### src/rtl/hdmi_scope_fb.sv
// Double-buffered multi-channel 1-bit scope framebuffer: draws one sample vector per column
// into the back BRAM bank, serves pixel reads from the front bank, swaps banks on frame_start.
module hdmi_scope_fb #(
    parameter int unsigned H_RES      = 640,
    parameter int unsigned V_RES      = 480,
    parameter int unsigned ADDR_WIDTH = 19,
    parameter int unsigned VAL_RES    = 12,
    parameter int unsigned NUM_CH     = 2
) (
    input  logic                        clk,
    input  logic                        rst,
    input  logic                        s_valid,
    output logic                        s_ready,
    input  logic [NUM_CH*VAL_RES-1:0]   s_val,
    input  logic                        frame_start,
    input  logic                        freeze,
    input  logic                        rd_en,
    input  logic [ADDR_WIDTH-1:0]       rd_addr,
    output logic [NUM_CH-1:0]           rd_data,
    output logic                        rd_valid,
    output logic                        front_sel,
    output logic                        frame_rdy,
    output logic                        b0_we,
    output logic                        b1_we,
    output logic [ADDR_WIDTH-1:0]       b0_addr,
    output logic [ADDR_WIDTH-1:0]       b1_addr,
    output logic [NUM_CH-1:0]           b0_wd,
    output logic [NUM_CH-1:0]           b1_wd,
    input  logic [NUM_CH-1:0]           b0_rd,
    input  logic [NUM_CH-1:0]           b1_rd
);
    localparam int unsigned XW = (H_RES > 1) ? $clog2(H_RES) : 1;
    localparam int unsigned YW = (V_RES > 1) ? $clog2(V_RES) : 1;
    localparam int unsigned PW = VAL_RES + $clog2(V_RES + 1);

    typedef enum logic [1:0] {StWait, StDraw, StDone} state_e;

    state_e                      state_q, state_d;
    logic [XW-1:0]               x_q;
    logic [YW-1:0]               y_q;
    logic [ADDR_WIDTH-1:0]       addr_q;
    logic [NUM_CH-1:0][YW-1:0]   row_q, prev_q, row_new;
    logic [NUM_CH-1:0][PW-1:0]   prod;
    logic                        front_q, rdy_en_q, rd_valid_q, rd_sel_q;
    logic                        accept, swap, y_last, col_last, draw_we;
    logic [NUM_CH-1:0]           draw_wd;

    assign accept    = s_valid && s_ready;
    assign swap      = (state_q == StDone) && frame_start && !freeze;
    assign y_last    = (y_q == YW'(V_RES - 1));
    assign col_last  = (x_q == XW'(H_RES - 1));
    assign draw_we   = (state_q == StDraw);
    assign front_sel = front_q;

    // Sample to screen row: full-scale maps to the top row, zero to the bottom row.
    always_comb begin
        for (int c = 0; c < NUM_CH; c++) begin
            prod[c]    = PW'(s_val[c*VAL_RES +: VAL_RES]) * PW'(V_RES);
            row_new[c] = YW'(V_RES - 1) - YW'(prod[c] >> VAL_RES);
        end
    end

    // Fill the span between the previous and current row so the trace stays connected.
    always_comb begin
        for (int c = 0; c < NUM_CH; c++) begin
            if (prev_q[c] <= row_q[c]) begin
                draw_wd[c] = (y_q >= prev_q[c]) && (y_q <= row_q[c]);
            end else begin
                draw_wd[c] = (y_q >= row_q[c]) && (y_q <= prev_q[c]);
            end
        end
    end

    always_ff @(posedge clk) begin
        if (!rst) begin
            state_q <= StWait;
        end else begin
            state_q <= state_d;
        end
    end

    always_comb begin
        state_d = state_q;
        unique case (state_q)
            StWait:  if (accept) state_d = StDraw;
            StDraw:  if (y_last) state_d = col_last ? StDone : StWait;
            StDone:  if (swap) state_d = StWait;
            default: state_d = StWait;
        endcase
    end

    always_ff @(posedge clk) begin
        if (!rst) begin
            x_q        <= '0;
            y_q        <= '0;
            addr_q     <= '0;
            row_q      <= '0;
            prev_q     <= '0;
            front_q    <= 1'b0;
            rdy_en_q   <= 1'b0;
            rd_valid_q <= 1'b0;
            rd_sel_q   <= 1'b0;
        end else begin
            rdy_en_q   <= 1'b1;
            rd_valid_q <= rd_en;
            rd_sel_q   <= front_q;
            if (accept) begin
                row_q  <= row_new;
                y_q    <= '0;
                addr_q <= ADDR_WIDTH'(x_q);
                if (x_q == '0) begin
                    prev_q <= row_new;
                end
            end
            // Row stride added per cycle instead of multiplying y by H_RES.
            if (draw_we) begin
                y_q    <= y_q + YW'(1);
                addr_q <= addr_q + ADDR_WIDTH'(H_RES);
                if (y_last) begin
                    prev_q <= row_q;
                    x_q    <= col_last ? '0 : x_q + XW'(1);
                end
            end
            if (swap) begin
                front_q <= ~front_q;
                x_q     <= '0;
            end
        end
    end

    always_comb begin
        s_ready   = (state_q == StWait) && rdy_en_q;
        frame_rdy = (state_q == StDone);
        b0_we     = 1'b0;
        b0_addr   = rd_addr;
        b0_wd     = '0;
        b1_we     = 1'b0;
        b1_addr   = rd_addr;
        b1_wd     = '0;
        if (front_q) begin
            b0_we   = draw_we;
            b0_addr = draw_we ? addr_q : '0;
            b0_wd   = draw_we ? draw_wd : '0;
        end else begin
            b1_we   = draw_we;
            b1_addr = draw_we ? addr_q : '0;
            b1_wd   = draw_we ? draw_wd : '0;
        end
        rd_valid = rd_valid_q;
        rd_data  = rd_valid_q ? (rd_sel_q ? b1_rd : b0_rd) : '0;
    end

endmodule

### config.mk
export PLATFORM = sky130hd
export DESIGN_NAME = hdmi_scope_fb
export DESIGN_NICKNAME = d
export VERILOG_FILES = /design/src/rtl/hdmi_scope_fb.sv
export SDC_FILE = /design/constraint.sdc
export NUM_CORES = 1
export LEC_CHECK = 0
export ABC_CLOCK_PERIOD_IN_PS = 5200
export BUFFER_PORTS_ARGS = -buffer_cell sky130_fd_sc_hd__buf_2
export CAP_MARGIN = 20
export CORE_MARGIN = 3
export CORE_UTILIZATION = 50
export DETAILED_ROUTE_END_ITERATION = 7
export GPL_ROUTABILITY_DRIVEN = 0
export PLACE_DENSITY = 0.79
export SYNTH_ARGS = -nofsm -noshare
export SYNTH_HDL_FRONTEND = slang
export SYNTH_SLANG_ARGS = --single-unit
### constraint.sdc
create_clock -name clk -period 5.2 [get_ports clk]
set_clock_uncertainty 0.15 [all_clocks]
set_input_delay 0.26 -clock clk [delete_from_list [all_inputs] [get_ports clk]]
set_output_delay 0.26 -clock clk [all_outputs]
set_load 0.005 [all_outputs]
==> results.yml <==
clock_tree:
  clk_path_buf_depth: 2
  insertion_delay_ns: 0.34
  h-tree-depth: 3
  cts-root-buf: "clkbuf_16"
  numCtsBuffers: 9
  cts_sinks: 80
  cts_tree: "done"
  clk_pin_slew_worst_paths_ns: 0.06
run:
  drv_cap: 0
final_layout:
  finalInstanceArea_um2: 8450
  nets: 1234
  fin_util: 0.580
  syn_to_final_growth_pct: 12.7
  drive_above_1_share: 0.137
  fillers: 1353
synthesis:
  synth_common_cells: "inv_1 (135), nand2_1 (117), ha_1 (98)"
  synthArstFlopShare: 0
  syn_area_um2: 7500
  ys.flop_type: "dfxtp_1"
  synth_area_leaders: "dfxtp_1 (21%), ha_1 (16%), fa_1 (11%)"
  syn_inst: 961
  syn_avg_cell_area_um2: 7.81
  synth.most_common_cell: "inv_1"
  synthDistinctLibCells: 58
  synth_top_area_frac: 0.213
  syn-num-nets: 1152
  ys_ff_latch: 80
  synth-seq-area-share: 0.213
  yosys_warnings: 0
  synth_edf_count: 0
  synth_top_area_cell: "dfxtp_1"
setup_path:
  path_buf_inv: 3
  slowest_delay_ns: 0.52
  critPathSlowestCell: "fa_1"
  path_delay_family: "adder cells"
  cp_max_fo: 5
  arrival_ns: 4.09
  critPathKind: "input port to register"
  crit_chain: "buf_2 > inv_1 > fa_1 > fa_1 > inv_1 > ha_1 > o41ai_1 > a21oi_1 > a2111oi_4 > or3_1 > nor2b_1 > xnor2_1 > ha_1 > xnor2_1 > xnor2_1 > nor2_1 > a21oi_1 > nor2_1"
  required_ns: 5.25
  worst_path_most_repeated_cell: "xnor2_1"
  critPathLaunchType: "input port"
  end_kind: "register"
power_and_ir_drop:
  ir_drop_mv: 0.192
  p_leak_nw: 3.81
  power_density_nw_per_um2: 293
timing:
  finalCriticalPeriod_ns: 4.04
  timing.fmax_ghz: 0.248
  setup_viol: 0
  postLayoutSetupSlackWorst_ns: 1.16
  fin_crit_sh: 0.776
  rsz0062_at_grt: "no"
  maxSlewViolCount: 0
  hold_violations: 0
  finalSetupTns_ns: 0
  tightest_slew_ns: 0.933
  relSlewSlack: 0.376
route:
  vias_per_cell: 5.43
  drc_errors: 0
  wire_per_inst_um: 13.2
  dr_total_vias: 6700
  routed_wl_um: 16300
  antenna_left: 0
  dr.pass1.iters: 5
  dr.first_iter.drc_count: 419
place:
  dpl_cell_area_um2: 8140
  portBuffers: 102
  dp_hpwl_um: 12800
  pre_cts_ws_ns: 0.849
hold_path:
  hold_path_class: "input port to register"
floorplan:
  num_rows: 44
  io-pin-count: 103
  die_x_um: 129
  coreArea_um2: 14600
  start_util: 0.514
  die_area_um2: 16500
  dieHeight_um: 129
grt:
  grt_use_total: 0.200
  grt_first_pass_wirelength_um: 27800
  grt_pass1_vias: 6132
  antenna_found_initial: 1
  grt_max_degree: 82
  overflow: 0
outcome:
  outcome: "finished, final reports clean"
[metal layers]
| metal | routed length [um] | up-vias | track usage | part of all wire |
|---|---|---|---|---|
| li1 | - | 3447 | - | - |
| met1 | 7830 | 3065 | 0.275 | 0.48 |
| met2 | 7530 | 165 | 0.326 | 0.46 |
| met3 | 671 | 23 | 0.0291 | 0.041 |
| met4 | 235 | 0 | 0.0624 | 0.014 |
| met5 | 0 | - | 0 | 0 |
[logic make-up after synthesis]
group / synth area share
multiplexers: 0.00534
buffers and inverters: 0.0859
XOR/XNOR: 0.0348
AND/OR/NAND/NOR: 0.184
flip-flops: 0.213
adder cells (fa/ha/maj): 0.272
AO/OA/AOI/OAI: 0.205
[worst register-to-register path, delay by kind of cell (launching register included)]
kind            cells  cell delay (ns)
compound gates      1             0.71
fa+ha+maj           1             0.26
flops               1             0.52
simple gates        4             1.51
[layout make-up]
cell class                      count  area [um^2]  share of cell area
Clock buffer                       12          256              0.0303
Tap cell                          184          230              0.0272
Multi-Input combinational cell    710         5270               0.623
Clock inverter                      4         26.3             0.00311
Antenna cell                        1         2.50            0.000296
Timing Repair Buffer              107          563              0.0666
Inverter                          135          507              0.0599
Sequential cell                    80         1600               0.190
[metrics by stage]
stage	power (mW)	hold slack (ns)	cells
floorplan	1.63	0.138	961
detailed placement	1.88	0.305	1214
CTS	2.49	0.0833	1231
finish	2.48	0.0956	1233
global route	2.68	0.0930	1233
global placement	1.85	0.292	1214
[worst paths after layout]
check                               from  endpoint  slack (ns)  cells past startpoint
worst min register to register  row_q[5]  row_q[5]        0.31                      2
worst max register to register    y_q[1]    x_q[8]        1.92                      6
worst min-delay path                 rst  rdy_en_q         0.1                      1
worst max-delay path            s_val[4]  row_q[7]        1.16                     18
[cells in the final DEF, fill, tap and decap left out, drive strengths merged, types with 3 or more instances in the layout]
master and count:
inv 136, nand2 117, buf 106, ha 98, dfxtp 80, o21ai 77, a21oi 74, nor2 50
fa 40, nand3 37, a211oi 26, nand4 21, nor2b 17, o21a 15, xor2 15, xnor2 14
o211ai 12, clkbuf 12, nor3 11, and2 7, or2 7, or3 7, and3 7, nand2b 6
a21o 6, a22oi 5, o31ai 4, mux2i 4, o21bai 4, o31a 3, a31oi 3
[what timing repair did]
item,in CTS,in global routing
hold buffers,1,0
setup buffers,0,0
hold endpoints to repair,1,0
gates resized for setup,0,0
[state kept, by name, indices dropped and copies added, names as in the netlist]
name	flops
row_q	18
state_q	2
y_q	9
rdy_en_q	1
front_sel	1
rd_sel_q	1
prev_q	18
x_q	10
addr_q	19
rd_valid	1
[power by group]
| group | internal [mW] | leakage (nW) | switching, mW | total, mW |
|---|---|---|---|---|
| Sequential | 0.659 | 0.651 | 0.0396 | 0.699 |
| Combinational | 0.518 | 3.02 | 0.661 | 1.18 |
| Clock | 0.349 | 0.139 | 0.248 | 0.597 |
Note: power is estimated with default switching activity, not from simulation.
